File: config.mk
export PLATFORM = sky130hd
export DESIGN_NAME = text_console_writer
export DESIGN_NICKNAME = d
export VERILOG_FILES = /design/src/rtl/text_console_writer.sv
export SDC_FILE = /design/constraint.sdc
export NUM_CORES = 1
export LEC_CHECK = 0
export CAP_MARGIN = 20
export CORE_ASPECT_RATIO = 2
export CORE_UTILIZATION = 48
export DETAILED_ROUTE_END_ITERATION = 8
export PLACE_DENSITY = 0.76
export SLEW_MARGIN = 20
export SYNTH_ARGS = -nofsm -noshare
export SYNTH_HDL_FRONTEND = slang
export SYNTH_SLANG_ARGS = --single-unit
File: constraint.sdc
create_clock -name CLK -period 2 [get_ports CLK]
set_input_delay 0.3 -clock CLK [delete_from_list [all_inputs] [get_ports CLK]]
set_output_delay 0.3 -clock CLK [all_outputs]
set_load 0.005 [all_outputs]
File: src/rtl/text_console_writer.sv
// Write-side console engine for the character generator: decodes a byte stream,
// tracks the cursor and drives the write port of the character RAM (clear, text, scroll).
module text_console_writer #(
    parameter int unsigned COLS = 64,
    parameter int unsigned ROWS = 30
) (
    input  logic        CLK,
    input  logic        RESET,
    input  logic [7:0]  DATA,
    input  logic        DATA_VALID,
    output logic        DATA_READY,
    output logic [10:0] RAM_A,
    output logic [7:0]  RAM_D,
    output logic        RAM_WE,
    input  logic [7:0]  RAM_Q,
    output logic [4:0]  CURSOR_ROW,
    output logic [5:0]  CURSOR_COL,
    output logic        BUSY
);

    localparam logic [5:0] LAST_COL = 6'(COLS - 1);
    localparam logic [4:0] LAST_ROW = 5'(ROWS - 1);
    localparam logic [4:0] PEN_ROW  = 5'(ROWS - 2);
    localparam logic [5:0] SCAN_END = 6'(ROWS);
    localparam logic [7:0] SPACE    = 8'h20;

    typedef enum logic [2:0] {
        S_CLEAR, S_IDLE, S_WRITE, S_SCROLL_RD, S_SCROLL_WR, S_SCROLL_CLR
    } state_t;

    state_t      state_q, state_d;
    logic [4:0]  row_q, row_d;
    logic [5:0]  col_q, col_d;
    logic        inv_q, inv_d;
    logic        pend_q, pend_d;
    logic [5:0]  scan_row_q, scan_row_d;
    logic [5:0]  scan_col_q, scan_col_d;
    logic [10:0] ram_a_q, ram_a_d;
    logic [7:0]  ram_d_q, ram_d_d;
    logic        ram_we_q, ram_we_d;
    logic        ready_q, ready_d;
    logic        busy_q, busy_d;
    logic        accept;
    logic        start_scroll;

    assign accept = DATA_VALID && ready_q;

    // Next-state and registered-output computation
    always_comb begin
        state_d      = state_q;
        row_d        = row_q;
        col_d        = col_q;
        inv_d        = inv_q;
        pend_d       = pend_q;
        scan_row_d   = scan_row_q;
        scan_col_d   = scan_col_q;
        ram_a_d      = ram_a_q;
        ram_d_d      = SPACE;
        ram_we_d     = 1'b0;
        start_scroll = 1'b0;

        case (state_q)
            S_CLEAR: begin
                if (scan_row_q < SCAN_END) begin
                    ram_we_d = 1'b1;
                    ram_a_d  = {scan_row_q[4:0], scan_col_q};
                    if (scan_col_q == LAST_COL) begin
                        scan_col_d = 6'd0;
                        scan_row_d = scan_row_q + 6'd1;
                    end else begin
                        scan_col_d = scan_col_q + 6'd1;
                    end
                end else begin
                    state_d    = S_IDLE;
                    scan_row_d = 6'd0;
                    scan_col_d = 6'd0;
                end
            end
            S_IDLE: begin
                if (accept) begin
                    if (DATA >= 8'h20 && DATA <= 8'h7E) begin
                        state_d  = S_WRITE;
                        ram_we_d = 1'b1;
                        ram_a_d  = {row_q, col_q};
                        ram_d_d  = {inv_q, DATA[6:0]};
                        if (col_q == LAST_COL) begin
                            col_d = 6'd0;
                            if (row_q == LAST_ROW) pend_d = 1'b1;
                            else                   row_d  = row_q + 5'd1;
                        end else begin
                            col_d = col_q + 6'd1;
                        end
                    end else begin
                        case (DATA)
                            8'h0D: col_d = 6'd0;
                            8'h0A: begin
                                if (row_q == LAST_ROW) start_scroll = 1'b1;
                                else                   row_d = row_q + 5'd1;
                            end
                            8'h08: if (col_q != 6'd0) col_d = col_q - 6'd1;
                            8'h0C: begin
                                row_d      = 5'd0;
                                col_d      = 6'd0;
                                scan_row_d = 6'd0;
                                scan_col_d = 6'd0;
                                state_d    = S_CLEAR;
                            end
                            8'h0E: inv_d = 1'b1;
                            8'h0F: inv_d = 1'b0;
                            default: ;
                        endcase
                    end
                end
            end
            S_WRITE: begin
                pend_d = 1'b0;
                if (pend_q) start_scroll = 1'b1;
                else        state_d = S_IDLE;
            end
            S_SCROLL_RD: begin
                state_d  = S_SCROLL_WR;
                ram_we_d = 1'b1;
                ram_a_d  = {scan_row_q[4:0], scan_col_q};
            end
            S_SCROLL_WR: begin
                if (scan_col_q == LAST_COL) begin
                    scan_col_d = 6'd0;
                    if (scan_row_q[4:0] == PEN_ROW) begin
                        state_d  = S_SCROLL_CLR;
                        ram_we_d = 1'b1;
                        ram_a_d  = {LAST_ROW, 6'd0};
                    end else begin
                        state_d    = S_SCROLL_RD;
                        scan_row_d = scan_row_q + 6'd1;
                        ram_a_d    = {scan_row_q[4:0] + 5'd2, 6'd0};
                    end
                end else begin
                    state_d    = S_SCROLL_RD;
                    scan_col_d = scan_col_q + 6'd1;
                    ram_a_d    = {scan_row_q[4:0] + 5'd1, scan_col_q + 6'd1};
                end
            end
            S_SCROLL_CLR: begin
                if (scan_col_q == LAST_COL) begin
                    state_d    = S_IDLE;
                    scan_col_d = 6'd0;
                end else begin
                    scan_col_d = scan_col_q + 6'd1;
                    ram_we_d   = 1'b1;
                    ram_a_d    = {LAST_ROW, scan_col_q + 6'd1};
                end
            end
            default: state_d = S_CLEAR;
        endcase

        // Scroll starts by presenting the source of destination cell 0 (row 1)
        if (start_scroll) begin
            state_d    = S_SCROLL_RD;
            scan_row_d = 6'd0;
            scan_col_d = 6'd0;
            ram_a_d    = {5'd1, 6'd0};
            ram_we_d   = 1'b0;
        end

        ready_d = (state_d == S_IDLE);
        busy_d  = !ready_d;
    end

    always_ff @(posedge CLK) begin
        if (RESET) begin
            state_q    <= S_CLEAR;
            row_q      <= 5'd0;
            col_q      <= 6'd0;
            inv_q      <= 1'b0;
            pend_q     <= 1'b0;
            scan_row_q <= 6'd0;
            scan_col_q <= 6'd0;
            ram_a_q    <= 11'd0;
            ram_d_q    <= SPACE;
            ram_we_q   <= 1'b0;
            ready_q    <= 1'b0;
            busy_q     <= 1'b1;
        end else begin
            state_q    <= state_d;
            row_q      <= row_d;
            col_q      <= col_d;
            inv_q      <= inv_d;
            pend_q     <= pend_d;
            scan_row_q <= scan_row_d;
            scan_col_q <= scan_col_d;
            ram_a_q    <= ram_a_d;
            ram_d_q    <= ram_d_d;
            ram_we_q   <= ram_we_d;
            ready_q    <= ready_d;
            busy_q     <= busy_d;
        end
    end

    // Scroll copy forwards the RAM read data straight back as write data
    assign RAM_D      = (state_q == S_SCROLL_WR) ? RAM_Q : ram_d_q;
    assign RAM_A      = ram_a_q;
    assign RAM_WE     = ram_we_q;
    assign DATA_READY = ready_q;
    assign BUSY       = busy_q;
    assign CURSOR_ROW = row_q;
    assign CURSOR_COL = col_q;

endmodule

==> impl_results.md <==
- HPWL Detailed: 8019 um
- Pins Over Slew Limit: 0
- CP max FO: 5
- Die Y: 115.6 um
- WP buf/inv: 3
- Syn Nets: 418
- Routed wire length: 10740 um
- IO buf count: 51
- Num rows: 41
- WS Path Type: register to output port
- Post-synth ARST share: 0
- Netlist cell types: 63
- Register bit total from synthesis: 50
- Hold WS: 0.3605 ns
- Worst-Skew Late Latency: 0.29 ns
- # fillers: 497
- Top post-synthesis cells by count: dfxtp_1 (50), nor2_1 (48), a21oi_1 (30)
- CP max stage delay: 0.34 ns
- Worst Setup End Kind: output port
- Max_cap viols: 0
- CTS buffer count: 5
- Top-Level Pins: 52
- Endpoint of the worst hold path: ram_d_q[4]
- Endpoints failing setup: 0
- Met3 usage: 0.04799
- Reg2reg end: RAM_A[1]
- Core area: 6259 um2
- Vias: 3669
- Slew @ Worst Pin: 0.4972 ns
- Share of post-route cells with drive strength above 1: 0.2863
- # DRC: 0
- Area contributors post-synth: dfxtp_1 (32%), nor2_1 (5.8%), a21oi_1 (4.8%)
- HP Start: DATA[4]
- Routed Antenna Nets: 0
- CTS clock-pin slew for the worst setup and hold paths: 0.07 ns
- All-Layer GR Usage: 0.3129
- Non-Filler Instances: 603
- Met2 track demand over resource: 0.6000
- Worst-case reg-to-reg path depth: 8
- Cts hold-fix bufs: 0
- Critical Path AT: 1.66 ns
- First-pass GRT wire length: 16090 um
- Yosys top cell by area: dfxtp_1
- F_max: 0.5094 GHz
- Avg Inst Size Synth: 7.940 um2
- Grt ovf: 0
- N_diodes: 0
- PD cells: 507.4 nW/um2
- Number of flops mapped to enable cells by yosys: 0
- Sequential share of the synthesized area: 0.3232
- Number of DRC markers in iteration 0: 209
- Post-synthesis cell count: 390
- Met1 GRT Util: 0.2879
- Number of global-route vias before repair: 3507
- Top_reg_cell synth: dfxtp_1
- Final Hold Viols: 0
- Clock Skews: 0.005168 ns
- Slowest cell on the critical path: dfxtp_2
- # nets final: 544
- CTS tree: yes
- DP Area: 4230 um2
- CTS sink cnt: 50
- Most common cell in the synthesized netlist: dfxtp_1
- Die X-Extent: 58.80 um
- Placed insts: 585
- Top Family by Delay on Critical Path: buffers and inverters
- Clock H-tree levels: 2
- Hold Path Class: primary input to register
- Avg WL per Cell: 17.81 um
- TritonRoute pass-1 iters: 5
- Maximum buffer depth of the clock tree: 2
- Fin util: 0.7315
- Setup TNS: 0 ns
- Die Footprint: 6796 um2
- Status: finished, final reports clean
- Required time worst endpoint: 1.70 ns
- Synth Cell Area: 3097 um2
- Synth top area share: 0.3232
- Worst rel slew slack: 0.6686
- Fin crit share: 0.9816
- Initial antenna violation count: 0
- Final instance area: 4578 um2
- WHS Path Cells: 2
- Critical path startpoint category: register
- Tmin final: 1.963 ns
- Area delta synth->final: 47.84%
- Pin count of the biggest net entering global routing: 20
- Worst R2R Start: scan_col_q[0]
- Leakage: 1.887 nW
- Synth warn: 0
- Final GP Congestion: 0.9754
- Root Buffer: clkbuf_16
- Initial Util: 0.4948
- Sequence of cells on the critical path: inv_2 > nand2_2 > nor2_4 > buf_6 > mux2_2 > dlygate4sd2_1
- Flop2flop setup slack: 0.08 ns
- Via density: 6.085
- Worst VDD drop: 0.0005487 V
- Gr busiest metal: met2
## cells by family (layout without fill, tap and decap cells)
family | count (synthesis) | in the layout | share of synthesized area
adders and majority gates | 9 | 9 | 0.03636
xor gates and xnor gates | 5 | 5 | 0.01414
and+or+nand+nor | 162 | 162 | 0.2695
muxes | 14 | 14 | 0.04889
DFF | 50 | 50 | 0.3232
buffers and inverters | 32 | 159 | 0.04364
AOI/OAI and AO/OA | 118 | 118 | 0.2642
## state kept, by name, indices dropped and copies added (netlist names)
name,count
CURSOR_COL,6
state_q,3
ram_d_q,8
scan_row_q,6
inv_q,1
BUSY,1
RAM_WE,1
pend_q,1
CURSOR_ROW,5
RAM_A,11
DATA_READY,1
scan_col_q,6
## routing by layer
layer,share of wire,up-vias
met5,0,-
met3,0.058,59
met2,0.54,191
li1,-,1699
met1,0.34,1720
met4,0.064,0
## final cells by class
type | count | area, um2 | share of cell area
Sequential cell | 50 | 1003 | 0.2192
Timing Repair Buffer | 141 | 1176 | 0.2569
Inverter | 10 | 37.54 | 0.008199
Tap cell | 86 | 107.6 | 0.02350
Clock inverter | 2 | 60.06 | 0.01312
Multi-Input combinational cell | 308 | 2054 | 0.4488
Clock buffer | 6 | 138.9 | 0.03034
## power by group
part	internal [W]	switching (W)	total [W]
clock network	0.000751	0.000368	0.00112
registers	0.00100	0.00000427	0.00101
logic	0.000101	0.0000938	0.000195
## metrics by stage
step / power [W] / setup slack (ns)
2_1_floorplan: 0.001102 / 0.01138
3_3_place_gp: 0.001215 / -0.3290
3_5_place_dp: 0.001219 / -0.4575
4_1_cts: 0.002339 / -0.02621
5_1_grt: 0.002397 / -0.02276
6_report: 0.002323 / 0.03685
## cells in the final DEF (no fill, tap or decap), drive strengths merged, types with 7 or more instances in the layout
cell / n
inv: 10
ha: 9
clkbuf: 11
and2: 12
nor2: 48
nor3: 11
dfxtp: 50
a22oi: 8
o21ai: 24
nand2: 29
mux2: 9
a31oi: 7
clkdlybuf4s50: 39
a211oi: 10
nand3: 19
nand2b: 7
a21oi: 31
buf: 91
## worst max path at each step
stage | from | end | slack [ns] | depth (start not counted)
2_1_floorplan | scan_col_q[0] | RAM_A[1] | 0.01 | 8
3_3_place_gp | DATA[6] | CURSOR_ROW[3] | -0.33 | 7
3_5_place_dp | DATA[6] | CURSOR_ROW[3] | -0.46 | 7
4_1_cts | state_q[0] | RAM_D[4] | -0.03 | 7
5_1_grt | CURSOR_COL[1] | CURSOR_ROW[3] | -0.02 | 7
6_report | state_q[0] | RAM_D[7] | 0.04 | 6
## repair_timing
item / in CTS / in global routing
resized for setup: 30 / 27
cloned: 1 / 0
pin swaps: 7 / 9
setup buffers: 8 / 1
setup endpoints to repair: 28 / 31
hold endpoints to repair: 0 / 0
Note: power is estimated with default switching activity, not from simulation.
